==> config.mk <==
export PLATFORM = sky130hd
export DESIGN_NAME = relu_maxpool_stream_flat
export DESIGN_NICKNAME = d
export VERILOG_FILES = /design/src/rtl/relu_maxpool_stream_pkg.sv /design/src/rtl/relu_maxpool_stream_if.sv /design/src/rtl/relu_maxpool_stream_lane.sv /design/src/rtl/relu_maxpool_stream.sv /design/src/flat_wrapper.sv
export SDC_FILE = /design/constraint.sdc
export NUM_CORES = 1
export LEC_CHECK = 0
export CAP_MARGIN = 10
export CORE_MARGIN = 5
export CORE_UTILIZATION = 22
export CTS_BUF_LIST = sky130_fd_sc_hd__clkbuf_2
export DETAILED_ROUTE_END_ITERATION = 6
export GPL_TIMING_DRIVEN = 0
export PLACE_DENSITY = 0.87
export SETUP_SLACK_MARGIN = 0.15
export SLEW_MARGIN = 20
export SYNTH_ARGS = -nofsm -noshare
export SYNTH_HDL_FRONTEND = slang
export SYNTH_HIERARCHICAL = 1
export SYNTH_SLANG_ARGS = --single-unit
==> constraint.sdc <==
create_clock -name clk_i -period 1.14 [get_ports clk_i]
set_input_delay 0.228 -clock clk_i [delete_from_list [all_inputs] [get_ports clk_i]]
set_output_delay 0.228 -clock clk_i [all_outputs]
set_load 0.05 [all_outputs]
==> src/rtl/relu_maxpool_stream_pkg.sv <==
// Shared CNN stream constants and lane helpers for the ReLU + temporal max-pool stage.
package relu_maxpool_stream_pkg;

  localparam int DATA_W = 8;

  typedef logic [DATA_W-1:0] lane_t;

  // Why a pooling window was closed; shared with the pool-address generator.
  typedef enum logic [1:0] {
    CLOSE_NONE  = 2'd0,
    CLOSE_COUNT = 2'd1,
    CLOSE_LAST  = 2'd2
  } close_e;

  function automatic lane_t relu8(input lane_t x);
    return x[DATA_W-1] ? '0 : x;
  endfunction

  // Both operands are already ReLU'd, so an unsigned compare is exact.
  function automatic lane_t lane_max(input lane_t a, input lane_t b);
    return (a > b) ? a : b;
  endfunction

endpackage

==> src/rtl/relu_maxpool_stream_if.sv <==
// Valid/ready lane-vector stream with a window-closing last flag.
interface relu_maxpool_stream_if
  import relu_maxpool_stream_pkg::*;
#(
    parameter int SIZE = 1
);
    logic [SIZE-1:0][DATA_W-1:0] data;
    logic                        valid;
    logic                        last;
    logic                        ready;

    modport master(output data, output valid, output last, input ready);
    modport slave(input data, input valid, input last, output ready);
endinterface

==> src/rtl/relu_maxpool_stream_lane.sv <==
// One lane: ReLU on the incoming byte and a running max register cleared on window close.
module relu_max_lane
  import relu_maxpool_stream_pkg::*;
(
    input  logic  clk_i,
    input  logic  rst_ni,
    input  lane_t din_i,
    input  logic  acc_i,
    input  logic  clr_i,
    output lane_t pool_o
);
    lane_t max_q, max_d, relu_v;

    // pool_o already folds in the current beat so the top can capture it on close.
    always_comb begin
        relu_v = relu8(din_i);
        pool_o = lane_max(max_q, relu_v);
        max_d  = max_q;
        if (clr_i)      max_d = '0;
        else if (acc_i) max_d = pool_o;
    end

    always_ff @(posedge clk_i or negedge rst_ni) begin
        if (!rst_ni) max_q <= '0;
        else         max_q <= max_d;
    end
endmodule

==> src/rtl/relu_maxpool_stream.sv <==
// ReLU per lane, then max-pool over POOL accepted beats (or until in_last); one output register.
module relu_maxpool_stream
  import relu_maxpool_stream_pkg::*;
#(
    parameter int SIZE = -1,
    parameter int POOL = 2
)(
    input  logic                    clk_i,
    input  logic                    rst_ni,
    relu_maxpool_stream_if.slave    in_if,
    relu_maxpool_stream_if.master   out_if
);
    localparam int CNT_W = $clog2(POOL + 1);

    logic [CNT_W-1:0]             cnt_q, cnt_d;
    logic [SIZE-1:0][DATA_W-1:0]  out_data_q, out_data_d;
    logic [SIZE-1:0][DATA_W-1:0]  pooled;
    logic                         out_valid_q, out_valid_d;
    logic                         out_last_q, out_last_d;
    logic                         acc, close;
    close_e                       reason;

    // The output register is the only buffer, so ready passes straight through.
    assign in_if.ready = !out_valid_q || out_if.ready;
    assign acc         = in_if.valid && in_if.ready;

    always_comb begin
        reason = CLOSE_NONE;
        if (acc && in_if.last)                          reason = CLOSE_LAST;
        else if (acc && cnt_q == CNT_W'(POOL - 1))      reason = CLOSE_COUNT;
    end
    assign close = (reason != CLOSE_NONE);

    for (genvar g = 0; g < SIZE; g++) begin : g_lane
        relu_max_lane u_lane (
            .clk_i  (clk_i),
            .rst_ni (rst_ni),
            .din_i  (in_if.data[g]),
            .acc_i  (acc),
            .clr_i  (close),
            .pool_o (pooled[g])
        );
    end

    always_comb begin
        cnt_d       = cnt_q;
        out_data_d  = out_data_q;
        out_valid_d = out_valid_q;
        out_last_d  = out_last_q;
        if (close) begin
            cnt_d       = '0;
            out_data_d  = pooled;
            out_valid_d = 1'b1;
            out_last_d  = (reason == CLOSE_LAST);
        end else begin
            if (acc)           cnt_d       = cnt_q + CNT_W'(1);
            if (out_if.ready)  out_valid_d = 1'b0;
        end
    end

    always_ff @(posedge clk_i or negedge rst_ni) begin
        if (!rst_ni) begin
            cnt_q       <= '0;
            out_data_q  <= '0;
            out_valid_q <= 1'b0;
            out_last_q  <= 1'b0;
        end else begin
            cnt_q       <= cnt_d;
            out_data_q  <= out_data_d;
            out_valid_q <= out_valid_d;
            out_last_q  <= out_last_d;
        end
    end

    assign out_if.data  = out_data_q;
    assign out_if.valid = out_valid_q;
    assign out_if.last  = out_last_q;
endmodule

==> src/flat_wrapper.sv <==
// flat-port wrapper written by rule: the top's interface ports become plain ports
module relu_maxpool_stream_flat import relu_maxpool_stream_pkg::*;
#(
    parameter int SIZE = -1,
    parameter int POOL = 2
)
  (clk_i, rst_ni, in_if_data, in_if_valid, in_if_last, in_if_ready, out_if_data, out_if_valid, out_if_last, out_if_ready);
  relu_maxpool_stream_if #(.SIZE(SIZE)) in_if_i ();
  relu_maxpool_stream_if #(.SIZE(SIZE)) out_if_i ();
  input  logic clk_i;
  input  logic rst_ni;
  input wire logic [$bits(in_if_i.data)-1:0] in_if_data;
  input wire logic [$bits(in_if_i.valid)-1:0] in_if_valid;
  input wire logic [$bits(in_if_i.last)-1:0] in_if_last;
  output wire logic [$bits(in_if_i.ready)-1:0] in_if_ready;
  output wire logic [$bits(out_if_i.data)-1:0] out_if_data;
  output wire logic [$bits(out_if_i.valid)-1:0] out_if_valid;
  output wire logic [$bits(out_if_i.last)-1:0] out_if_last;
  input wire logic [$bits(out_if_i.ready)-1:0] out_if_ready;
  assign in_if_i.data = in_if_data;
  assign in_if_i.valid = in_if_valid;
  assign in_if_i.last = in_if_last;
  assign in_if_ready = in_if_i.ready;
  assign out_if_data = out_if_i.data;
  assign out_if_valid = out_if_i.valid;
  assign out_if_last = out_if_i.last;
  assign out_if_i.ready = out_if_ready;
  relu_maxpool_stream #(.SIZE(SIZE), .POOL(POOL)) u_core (.clk_i(clk_i), .rst_ni(rst_ni), .in_if(in_if_i), .out_if(out_if_i));
endmodule
==> key figures <==
Synthesis
  • Ys Warns: 54
  • Mapped Area: 390 um^2
  • Synth Instances: 41
  • Synth Register Bits: 4
  • Post-synth cell types: 13
  • Sequential element share of the synthesized area: 25.6%
  • Mean Syn Cell Area: 9.52 um^2

Drt
  • Via Count: 300
  • Total Routed Length: 836 um
  • DRC: 0
  • DR iter-0 viols: 0
  • Via/cell ratio: 2.88
  • First-pass DRT Iterations: 1
  • Drt wl/cell: 8.04 um
  • Post-route ant nets: 0

Global route
  • Met1 usage: 5.37%
  • Initial antenna violation count: 0
  • Number of global-route vias before repair: 323
  • Grt total ovfl: 0
  • Largest net degree at the start of global routing: 6
  • Busiest grt layer: met2
  • GRT Total Usage: 6.57%
  • First-pass GRT wire length: 1.23 mm
  • Global Route met2 Usage: 11.3%
  • Met3 usage in global routing: 3.72%

Finish
  • Seq. cell area: 101 um^2
  • Fillers: 186
  • Nets: 110
  • ANT cells: 0
  • Syn-to-layout area delta: 71.2%
  • Multi-input logic area: 220 um^2
  • Design area: 668 um^2
  • Share of cells above drive strength 1: 58.2%

Die
  • Initial Utilization: 22.9%
  • Total die area: 2720 um^2
  • Core Rows: 15
  • Core Area: 1710 um^2
  • Ports: 56
  • Die Wd: 52.1 um
  • Die H: 52.1 um

Placed design
  • Cell Area, Placed: 579 um^2
  • GPL Wtd Cong: 0.629
  • Port Buffers: 7

Timing
  • Minimum clock period: 1.12 ns
  • Final Cycle Share: 98.0%
  • Count of final hold-check violations: 0
  • Sum Neg Setup Slack: 0 ns
  • Fin. max-slew vios: 0
  • RSZ-0062 raised after global routing: true
  • Hold_ws: 0.216 ns
  • Setup violators final: 0
  • Highest Clock Rate: 895 MHz
  • Clock skew: 0.0174 ns

Run status
  • Status: completed

Pwr
  • VDD IR max: 0.636 mV
  • P_leak: 0.391 nW
  • Power Dens Cells: 1760 nW/um^2

Clock tree
  • Worst skew pair latency: 0.21 ns
  • H-Tree Depth: 1
  • Sink Count: 4
  • CTS max path bufs: 2
  • Root Driver: clkbuf_2
  • Inserted Clock Buffers: 3
  • CTS tree: built
  • Reg clk slew, reported paths: 0.07 ns

Flow run
  • Maxcap violations: 0

Worst hold path
  • Hold Crit Class: in2async

Worst setup path
  • CP Max Fanout: 4
  • Arr. time, crit path: 1.19 ns
  • Critical setup path kind: reg2reg
  • CP endpoint kind: flip-flop
  • CP required: 1.22 ns
  • FF-to-FF path depth: 4
  • Setup slack, reg-to-reg: 0.02 ns
  • Reg-to-reg startpoint: u_core/out_if.valid$_DFFE_PN0P_
  • Crit path launch type: flip-flop
  • Reg-to-Reg End: u_core/cnt_q[0]$_DFFE_PN0P_
## through the flow
| step | worst slack, ns | utilization, % | power [mW] | instances |
|---|---|---|---|---|
| after floorplan | -0.0942 | - | 0.728 | 64 |
| after global placement | -0.742 | 33.9 | 0.819 | 96 |
| after detailed placement | -0.748 | 33.9 | 0.845 | 96 |
| after CTS | -0.00434 | 37.2 | 1.13 | 102 |
| after global routing | -0.0217 | 39.1 | 1.26 | 104 |
| final | 0.0233 | 39.1 | 1.18 | 104 |
## worst max-delay path, cell delays in order, from the launching register on
cell,delay (ns)
dfrtp_2,0.42
nand2b_4,0.11
buf_12,0.11
nand2_4,0.05
mux2_4,0.30
## synth_stat cells
library cell  number  area, um^2
buf_4             24         180
dfrtp_1            4         100
nand2_1            1        3.75
nand2_4            1        11.3
nand3_1            1        5.00
ha_1               1        12.5
inv_1              1        3.75
mux2_4             2        30.0
conb_1             1        3.75
nor3_1             2        10.0
o21ai_0            1        5.00
nand2b_4           1        13.8
a32o_2             1        11.3
## layout by cell type, fill, tap and decap left out
cell / count
buf_4: 27
conb_1: 24
clkbuf_2: 4
dfrtp_1: 3
clkdlybuf4s50_1: 2
dlygate4sd2_1: 2
nor3_2: 2
mux2_4: 2
buf_8: 1
buf_6: 1
buf_2: 1
nand2b_4: 1
inv_2: 1
nand2_4: 1
o21ai_1: 1
nand2_1: 1
nand3_2: 1
a32o_2: 1
ha_4: 1
dfrtp_2: 1
buf_12: 1
## cells by family after synthesis
logic type | after synthesis | synth area share [%]
AO/OA/AOI/OAI | 2 | 4.17
adder cells (fa/ha/maj) | 1 | 3.20
buffers and inverters | 25 | 47.1
flip-flops | 4 | 25.6
multiplexers | 2 | 7.69
other | 1 | 0.961
AND/OR/NAND/NOR | 6 | 11.2
## state kept, by name, summed over array words and instances, names as in the netlist
register,count
u_core/cnt_q,2
u_core/out_if.last,1
u_core/out_if.valid,1
## worst max-delay path by stage
stage,from,end,slack [ns],cells past startpoint
6_report,u_core/out_if.valid$_DFFE_PN0P_,u_core/cnt_q[0]$_DFFE_PN0P_,0.02,4
5_1_grt,u_core/out_if.valid$_DFFE_PN0P_,in_if_ready,-0.02,2
4_1_cts,u_core/out_if.valid$_DFFE_PN0P_,in_if_ready,-0.004,2
3_5_place_dp,out_if_ready,in_if_ready,-0.75,3
3_3_place_gp,out_if_ready,in_if_ready,-0.74,3
2_1_floorplan,u_core/out_if.valid$_DFFE_PN0P_,u_core/cnt_q[0]$_DFFE_PN0P_,-0.09,3
## timing repair
item	in CTS	in global routing
hold buffers	0	0
pin swaps	2	0
setup endpoints to repair	7	7
gates resized for setup	27	2
buffers inserted	2	2
## where the power goes
group	internal [mW]	total, mW	leakage, nW	switching, mW
registers	0.200	0.254	0.0474	0.0532
logic	0.328	0.766	0.327	0.438
clock network	0.0929	0.159	0.0166	0.0660
total	0.621	1.18	0.391	0.558
## cell type report
type	count	share of cell area [%]
plain buffers	24	27.0
clock buffers	4	3.00
inverters	1	0.562
multi-input cells	35	33.0
flip-flops and latches	4	15.2
well taps	25	4.68
repair buffers	11	16.7
## layer usage
layer / vias up / part of all wire [%]
li1: 159 / -
met1: 122 / 33
met2: 17 / 53
met3: 2 / 10
met4: 0 / 3.2
met5: - / 0
No activity file was read; power rests on OpenSTA's default activity.
